## config.mk

```make
export PLATFORM = sky130hd
export DESIGN_NAME = act_mem_ctrl_flat
export DESIGN_NICKNAME = d
export VERILOG_FILES = /design/src/rtl/vgg_acc_pkg.sv /design/src/rtl/act_mem_ctrl_if.sv /design/src/rtl/act_skid_buf.sv /design/src/rtl/act_mem_ctrl.sv /design/src/flat_wrapper.sv
export SDC_FILE = /design/constraint.sdc
export NUM_CORES = 2
export LEC_CHECK = 0
export CELL_PAD_IN_SITES_DETAIL_PLACEMENT = 0
export CELL_PAD_IN_SITES_GLOBAL_PLACEMENT = 1
export CORE_AREA = 2 2 416 418
export DETAILED_ROUTE_END_ITERATION = 8
export DIE_AREA = 0 0 418 420
export PLACE_DENSITY = 0.68
export SETUP_SLACK_MARGIN = 0.2
export SYNTH_ARGS = -nofsm -noshare
export SYNTH_HDL_FRONTEND = slang
export SYNTH_SLANG_ARGS = --single-unit
```

## constraint.sdc

```tcl
create_clock -name clk -period 10.05 [get_ports clk]
set_clock_uncertainty 0.05 [all_clocks]
set_input_delay 1.005 -clock clk [delete_from_list [all_inputs] [get_ports clk]]
set_output_delay 1.005 -clock clk [all_outputs]
set_load 0.05 [all_outputs]
```

## src/rtl/vgg_acc_pkg.sv

```systemverilog
// Shared types and constants for the accelerator activation path.
// Slab geometry, act-memory sequencer states and PE row-select codes.
package vgg_acc_pkg;

    localparam int ROW_W  = 18;
    localparam int N_ROW  = 18;
    localparam int SLAB   = ROW_W * N_ROW;
    localparam int ACT_DW = 512;

    typedef enum logic [1:0] {
        ACT_IDLE  = 2'd0,
        ACT_ISSUE = 2'd1,
        ACT_DRAIN = 2'd2,
        ACT_DONE  = 2'd3
    } act_state_e;

    localparam logic [2:0] ROW_SEL_0    = 3'b100;
    localparam logic [2:0] ROW_SEL_1    = 3'b010;
    localparam logic [2:0] ROW_SEL_2    = 3'b001;
    localparam logic [2:0] ROW_SEL_NONE = 3'b000;

    // Rotates 100 -> 010 -> 001 -> 100 as the output moves to the next row.
    function automatic logic [2:0] next_row_sel(input logic [2:0] sel);
        return {sel[0], sel[2:1]};
    endfunction

endpackage

```

## src/rtl/act_mem_ctrl_if.sv

```systemverilog
// Bus bundle between the activation sequencer, the activation BRAM and the PE register file.
interface act_mem_ctrl_if
    import vgg_acc_pkg::*;
#(
    parameter int DW = ACT_DW,
    parameter int AW = 15
);
    logic [AW-1:0] act_mem_addr;
    logic          en_act_mem;
    logic [DW-1:0] act_mem_dout;

    // rf_valid/rf_ready: a word transfers in every cycle where both are high; once rf_valid
    // rises it and rf_data/rf_row_sel/rf_col/rf_last stay fixed until that transfer happens.
    logic [DW-1:0] rf_data;
    logic          rf_valid;
    logic          rf_ready;
    logic [2:0]    rf_row_sel;
    logic [4:0]    rf_col;
    logic          rf_last;

    modport master (
        output act_mem_addr, en_act_mem, rf_data, rf_valid, rf_row_sel, rf_col, rf_last,
        input  act_mem_dout, rf_ready
    );

    modport slave (
        input  act_mem_addr, en_act_mem, rf_data, rf_valid, rf_row_sel, rf_col, rf_last,
        output act_mem_dout, rf_ready
    );

endinterface

```

## src/rtl/act_skid_buf.sv

```systemverilog
// One-entry output register plus skid slot that absorbs the word already in flight
// from the BRAM when the PE stalls.
module act_skid_buf #(
    parameter int DW = 512
) (
    input  logic          clk,
    input  logic          rst_n,
    input  logic          in_valid_i,
    input  logic [DW-1:0] in_data_i,
    input  logic          out_ready_i,
    output logic          out_valid_o,
    output logic [DW-1:0] out_data_o,
    output logic          skid_full_o
);

    logic          out_valid_q, out_valid_d;
    logic [DW-1:0] out_data_q, out_data_d;
    logic          skid_valid_q, skid_valid_d;
    logic [DW-1:0] skid_data_q, skid_data_d;
    logic          out_free;

    assign out_free = !out_valid_q || out_ready_i;

    always_comb begin
        out_valid_d  = out_valid_q;
        out_data_d   = out_data_q;
        skid_valid_d = skid_valid_q;
        skid_data_d  = skid_data_q;
        if (out_free) begin
            // The older skid word always goes out first to keep issue order.
            if (skid_valid_q) begin
                out_valid_d  = 1'b1;
                out_data_d   = skid_data_q;
                skid_valid_d = in_valid_i;
                if (in_valid_i) begin
                    skid_data_d = in_data_i;
                end
            end else begin
                out_valid_d = in_valid_i;
                if (in_valid_i) begin
                    out_data_d = in_data_i;
                end
            end
        end else if (in_valid_i) begin
            skid_valid_d = 1'b1;
            skid_data_d  = in_data_i;
        end
    end

    always_ff @(posedge clk or negedge rst_n) begin
        if (!rst_n) begin
            out_valid_q  <= 1'b0;
            out_data_q   <= '0;
            skid_valid_q <= 1'b0;
            skid_data_q  <= '0;
        end else begin
            out_valid_q  <= out_valid_d;
            out_data_q   <= out_data_d;
            skid_valid_q <= skid_valid_d;
            skid_data_q  <= skid_data_d;
        end
    end

    assign out_valid_o = out_valid_q;
    assign out_data_o  = out_data_q;
    assign skid_full_o = skid_valid_q;

endmodule

```

## src/rtl/act_mem_ctrl.sv

```systemverilog
// Activation-memory read sequencer: streams one 18x18 channel-group slab from the
// double-banked activation BRAM into the PE register file, tagged with row select and column.
module act_mem_ctrl
    import vgg_acc_pkg::*;
#(
    parameter int DW    = ACT_DW,
    parameter int ROW_W = vgg_acc_pkg::ROW_W,
    parameter int N_ROW = vgg_acc_pkg::N_ROW,
    parameter int AW    = 15
) (
    input  logic           clk,
    input  logic           rst_n,
    input  logic           act_load,
    input  logic [5:0]     ch,
    input  logic [8:0]     tile,
    act_mem_ctrl_if.master bus,
    output logic           busy,
    output logic           done,
    output act_state_e     dbg_state_o
);

    localparam int OFF_W  = AW - 1;
    localparam int SLAB_N = ROW_W * N_ROW;
    localparam int CW     = 5;

    act_state_e      state_q, state_d;
    logic [5:0]      ch_q, ch_d;
    logic            bank_q, bank_d;
    logic [CW-1:0]   rd_row_q, rd_row_d, rd_col_q, rd_col_d;
    logic [CW-1:0]   out_row_q, out_row_d, out_col_q, out_col_d;
    logic [2:0]      row_sel_q, row_sel_d;
    logic            rd_pend_q, rd_pend_d;

    logic            skid_full, rf_valid, rf_ready;
    logic            issue, hs, rd_last, out_last;
    logic [OFF_W-1:0] rd_off;
    logic            unused_tile;

    assign unused_tile = ^tile[8:1];
    assign rf_ready    = bus.rf_ready;

    act_skid_buf #(.DW(DW)) u_skid (
        .clk         (clk),
        .rst_n       (rst_n),
        .in_valid_i  (rd_pend_q),
        .in_data_i   (bus.act_mem_dout),
        .out_ready_i (rf_ready),
        .out_valid_o (rf_valid),
        .out_data_o  (bus.rf_data),
        .skid_full_o (skid_full)
    );

    // Issuing only when the returning word is guaranteed a slot keeps one read in flight.
    assign issue    = (state_q == ACT_ISSUE) && !skid_full && (!rf_valid || rf_ready);
    assign hs       = rf_valid && rf_ready;
    assign rd_last  = (rd_row_q == CW'(N_ROW - 1)) && (rd_col_q == CW'(ROW_W - 1));
    assign out_last = (out_row_q == CW'(N_ROW - 1)) && (out_col_q == CW'(ROW_W - 1));
    assign rd_off   = OFF_W'(int'(ch_q) * SLAB_N + int'(rd_row_q) * ROW_W + int'(rd_col_q));

    always_comb begin
        state_d   = state_q;
        ch_d      = ch_q;
        bank_d    = bank_q;
        rd_row_d  = rd_row_q;
        rd_col_d  = rd_col_q;
        out_row_d = out_row_q;
        out_col_d = out_col_q;
        row_sel_d = row_sel_q;
        rd_pend_d = issue;

        if (issue) begin
            if (rd_col_q == CW'(ROW_W - 1)) begin
                rd_col_d = '0;
                rd_row_d = rd_row_q + CW'(1);
            end else begin
                rd_col_d = rd_col_q + CW'(1);
            end
        end

        if (hs) begin
            if (out_col_q == CW'(ROW_W - 1)) begin
                out_col_d = '0;
                out_row_d = out_last ? '0 : out_row_q + CW'(1);
                row_sel_d = next_row_sel(row_sel_q);
            end else begin
                out_col_d = out_col_q + CW'(1);
            end
        end

        case (state_q)
            ACT_IDLE: begin
                if (act_load) begin
                    state_d   = ACT_ISSUE;
                    ch_d      = ch;
                    bank_d    = tile[0];
                    rd_row_d  = '0;
                    rd_col_d  = '0;
                    out_row_d = '0;
                    out_col_d = '0;
                    row_sel_d = ROW_SEL_0;
                end
            end
            ACT_ISSUE: if (issue && rd_last) state_d = ACT_DRAIN;
            ACT_DRAIN: if (hs && out_last) state_d = ACT_DONE;
            ACT_DONE:  state_d = ACT_IDLE;
            default:   state_d = ACT_IDLE;
        endcase
    end

    always_ff @(posedge clk or negedge rst_n) begin
        if (!rst_n) begin
            state_q   <= ACT_IDLE;
            ch_q      <= '0;
            bank_q    <= 1'b0;
            rd_row_q  <= '0;
            rd_col_q  <= '0;
            out_row_q <= '0;
            out_col_q <= '0;
            row_sel_q <= ROW_SEL_NONE;
            rd_pend_q <= 1'b0;
        end else begin
            state_q   <= state_d;
            ch_q      <= ch_d;
            bank_q    <= bank_d;
            rd_row_q  <= rd_row_d;
            rd_col_q  <= rd_col_d;
            out_row_q <= out_row_d;
            out_col_q <= out_col_d;
            row_sel_q <= row_sel_d;
            rd_pend_q <= rd_pend_d;
        end
    end

    assign bus.en_act_mem   = issue;
    assign bus.act_mem_addr = issue ? {bank_q, rd_off} : '0;
    assign bus.rf_valid     = rf_valid;
    assign bus.rf_col       = out_col_q;
    assign bus.rf_row_sel   = rf_valid ? row_sel_q : ROW_SEL_NONE;
    assign bus.rf_last      = rf_valid && out_last;

    assign busy        = (state_q != ACT_IDLE);
    assign done        = (state_q == ACT_DONE);
    assign dbg_state_o = state_q;

endmodule

```

## src/flat_wrapper.sv

```systemverilog
// flat-port wrapper written by rule: the top's interface ports become plain ports
module act_mem_ctrl_flat import vgg_acc_pkg::*;
#(
    parameter int DW    = ACT_DW,
    parameter int ROW_W = vgg_acc_pkg::ROW_W,
    parameter int N_ROW = vgg_acc_pkg::N_ROW,
    parameter int AW    = 15
)
  (clk, rst_n, act_load, ch, tile, busy, done, dbg_state_o, bus_act_mem_addr, bus_en_act_mem, bus_rf_data, bus_rf_valid, bus_rf_row_sel, bus_rf_col, bus_rf_last, bus_act_mem_dout, bus_rf_ready);
  act_mem_ctrl_if #(.DW(DW), .AW(AW)) bus_i ();
  input  logic clk;
  input  logic rst_n;
  input  logic act_load;
  input  logic [5:0] ch;
  input  logic [8:0] tile;
  output logic busy;
  output logic done;
  output act_state_e dbg_state_o;
  output wire logic [$bits(bus_i.act_mem_addr)-1:0] bus_act_mem_addr;
  output wire logic [$bits(bus_i.en_act_mem)-1:0] bus_en_act_mem;
  output wire logic [$bits(bus_i.rf_data)-1:0] bus_rf_data;
  output wire logic [$bits(bus_i.rf_valid)-1:0] bus_rf_valid;
  output wire logic [$bits(bus_i.rf_row_sel)-1:0] bus_rf_row_sel;
  output wire logic [$bits(bus_i.rf_col)-1:0] bus_rf_col;
  output wire logic [$bits(bus_i.rf_last)-1:0] bus_rf_last;
  input wire logic [$bits(bus_i.act_mem_dout)-1:0] bus_act_mem_dout;
  input wire logic [$bits(bus_i.rf_ready)-1:0] bus_rf_ready;
  assign bus_act_mem_addr = bus_i.act_mem_addr;
  assign bus_en_act_mem = bus_i.en_act_mem;
  assign bus_rf_data = bus_i.rf_data;
  assign bus_rf_valid = bus_i.rf_valid;
  assign bus_rf_row_sel = bus_i.rf_row_sel;
  assign bus_rf_col = bus_i.rf_col;
  assign bus_rf_last = bus_i.rf_last;
  assign bus_i.act_mem_dout = bus_act_mem_dout;
  assign bus_i.rf_ready = bus_rf_ready;
  act_mem_ctrl #(.DW(DW), .ROW_W(ROW_W), .N_ROW(N_ROW), .AW(AW)) u_core (.clk(clk), .rst_n(rst_n), .act_load(act_load), .ch(ch), .tile(tile), .bus(bus_i), .busy(busy), .done(done), .dbg_state_o(dbg_state_o));
endmodule
```

==> metrics.txt <==
outcome finished, final reports clean; Max Slew Vio Count 0; Critical Path RT 9000 ps; vias in the first global route around 31000; Mapped Cells approximately 3600; VDD IR-drop max between 0.15 and 0.2 mV; Clock transition at path regs 60 ps; fin util 0.362; ANT nets after route 0; CP endpoint kind output pin; Pre-antenna DRT Iters 5; Num Clock Sinks 1059; first-pass GRT wire length roughly 210000 microns; GPL Wtd Cong around 0.86; Initial Util 0.264; layout cells sized above 1 0.158; Final Net Count 5196; root buf cell clkbuf_16; PwrDens 366 mW/mm^2; initial antenna violation count 29; DPL Wire Length 105000 microns; DRT Wirelength 145000 microns; final period utilization 0.609; setup violators final 0; Max-slew headroom 0.290; Synth warnings 0; M2 GR Usage 0.264; CP max FO 6; Avg WL per Cell 20.9 microns; CTS max path bufs 3; reg-to-reg setup timing slack about 5200 ps; Post-synth top flop dfrtp_1; Crit Path Category reg -> out; placed instance area 0.0578 sq mm; drt drc 0; post-route cell area 0.0618 sq mm; total power 22700 uW; CP max stage delay 840 ps; flops & latches, synth 1059; Final Hold Fails 0; Tmin final between 6000 and 7000 ps; CORE AREA 0.171 sq mm; Mapped Area 0.0451 sq mm; Die H 420 microns; met1 usage 0.196; starting DRC count in detailed routing 1619; Clock Latency Late Sink 780 ps; Setup Buffers After CTS 0; largest net degree at the start of global routing around 220; Die Area 0.176 sq mm; Synth top area share 0.588; max-cap viol count 0; Fin Setup TNS 0 ps; ys async rst share 1.00; hold buffer count at cts 0; Syn Nets between 4000 and 5000; Placement Rows 152; crit path DAT around 5100 ps; Total GRT Usage 0.161; CTS tree yes; worst min path class in -> async; Max Freq about 0.16 GHz; top-count cell post-synth dfrtp_1; H-tree levels 3; post-synth top area cell dfrtp_1; Top Ports between 1000 and 1500; number of enable flip-flop cells after synthesis 0; total grt overflow 0; CTS buffer count 120; most frequent CP cell ha_1; Least-Margin Pin Slew between 1000 and 1500 ps; Distinct cells, synth 55; P&R area growth vs syn 37.1%; largest cells by area after synthesis dfrtp_1, mux2_2, mux2i_1; RSZ-0062 raised after global routing false; synth cell count leaders dfrtp_1, nand2_1, o21ai_0; post_cts resized 0; CP max stage cell clkdlybuf4s50_1; met3 usage 0.0493; die width roughly 420 microns; sequential-to-total area share from yosys stat 0.588; Syn Area/Cell 12.5 sq um; Vias per Instance 4.43; leakage about 0.026 uW; I/O Buffers 1064; type of element launching the critical path flop; GRT busiest layer met2; worst path cell trace ha_1 > ha_1 > ha_1 > fa_1 > ha_1 > ha_1 > a2111oi_0 > a22oi_1 > a31oi_1 > or3_1 > mux2i_1 > clkdlybuf4s50_1; total number of vias 30827
metal layers:
| metal | vias up | part of all wire |
|---|---|---|
| met4 | 14 | 0.033 |
| met1 | 15308 | 0.41 |
| li1 | 14612 | - |
| met2 | 668 | 0.49 |
| met5 | - | 0.00065 |
| met3 | 225 | 0.065 |
sequential cells by signal (all words and copies together), names as in the netlist:
| register | cells |
|---|---|
| u_core.u_skid.out_data_o | 512 |
| u_core.u_skid.skid_data_q | 512 |
| u_core.dbg_state_o | 2 |
| u_core.rd_row_q | 5 |
| u_core.u_skid.out_valid_o | 1 |
| u_core.bank_q | 1 |
| u_core.rd_pend_q | 1 |
| u_core.out_row_q | 5 |
| u_core.u_skid.skid_full_o | 1 |
| u_core.row_sel_q | 3 |
| u_core.ch_q | 6 |
| u_core.rd_col_q | 5 |
| u_core.bus.rf_col | 5 |
power breakdown:
part	leakage (uW)	switching [uW]	internal [uW]
Sequential	0.0130	1120	6360
Clock	0.00196	1840	2610
Combinational	0.0108	6860	3860
stage by stage:
step	hold slack [ps]	cells	worst slack, ps
3_5_place_dp	417	6721	4690
2_1_floorplan	387	3618	5130
3_3_place_gp	410	6721	4660
5_1_grt	197	6950	3640
6_report	145	6954	3930
4_1_cts	159	6934	3800
critical path, delay by kind of cell, from the launching register on:
| kind | cells | cell delay [ps] |
|---|---|---|
| AO/OA/AOI/OAI | 3 | 800 |
| adder cells (fa/ha/maj) | 6 | 1890 |
| buffers and inverters | 1 | 840 |
| flip-flops | 1 | 440 |
| multiplexers | 1 | 170 |
| AND/OR/NAND/NOR | 1 | 170 |
final timing paths:
check / depth (start not counted) / from / endpoint
max: 12 / u_core.ch_q[0]$_DFFE_PN0P_ / bus_act_mem_addr[13]
min: 1 / rst_n / u_core.u_skid.out_data_o[447]$_DFFE_PN0P_
max reg2reg: 6 / u_core.u_skid.skid_full_o$_DFFE_PN0P_ / u_core.u_skid.out_data_o[377]$_DFFE_PN0P_
min reg2reg: 2 / u_core.u_skid.out_data_o[177]$_DFFE_PN0P_ / u_core.u_skid.out_data_o[177]$_DFFE_PN0P_
max in group asynchronous: 3 / rst_n / u_core.u_skid.out_data_o[216]$_DFFE_PN0P_
min in group clk: 2 / u_core.u_skid.out_data_o[177]$_DFFE_PN0P_ / u_core.u_skid.out_data_o[177]$_DFFE_PN0P_
cell usage in the layout (no fill, tap or decap), types with 15 or more instances in the layout:
master,netlist,layout
buf_4,37,27
clkbuf_1,73,29
clkbuf_16,0,123
clkbuf_8,0,31
clkdlybuf4s50_1,0,1063
dfrtp_1,1059,1058
diode_2,0,20
ha_1,49,49
inv_1,23,23
mux2_2,512,512
mux2i_1,514,514
nand2_1,554,554
nor2_1,30,30
o21ai_0,515,515
xor2_1,15,15
area by class of cell:
cell class                      instances  area (sq um)
Antenna cell                           20          50.0
Clock buffer                          183          3610
Clock inverter                         30           370
Fill cell                           16843        109000
Inverter                               24          90.1
Multi-Input combinational cell       2303         17300
Sequential cell                      1059         26500
Tap cell                             2233          2790
Timing Repair Buffer                 1102         11100
kinds of logic (layout without fill, tap and decap cells):
logic type / after synthesis / count (layout) / share of synthesized area
flip-flops: 1059 / 1059 / 0.588
multiplexers: 1027 / 1027 / 0.242
AND/OR/NAND/NOR: 637 / 637 / 0.0564
AO/OA/AOI/OAI: 558 / 558 / 0.0641
buffers and inverters: 256 / 1339 / 0.0283
adder cells (fa/ha/maj): 56 / 56 / 0.0165
XOR/XNOR: 25 / 25 / 0.00486
other: 0 / 20 / 0
No activity file was read; power rests on OpenSTA's default activity.
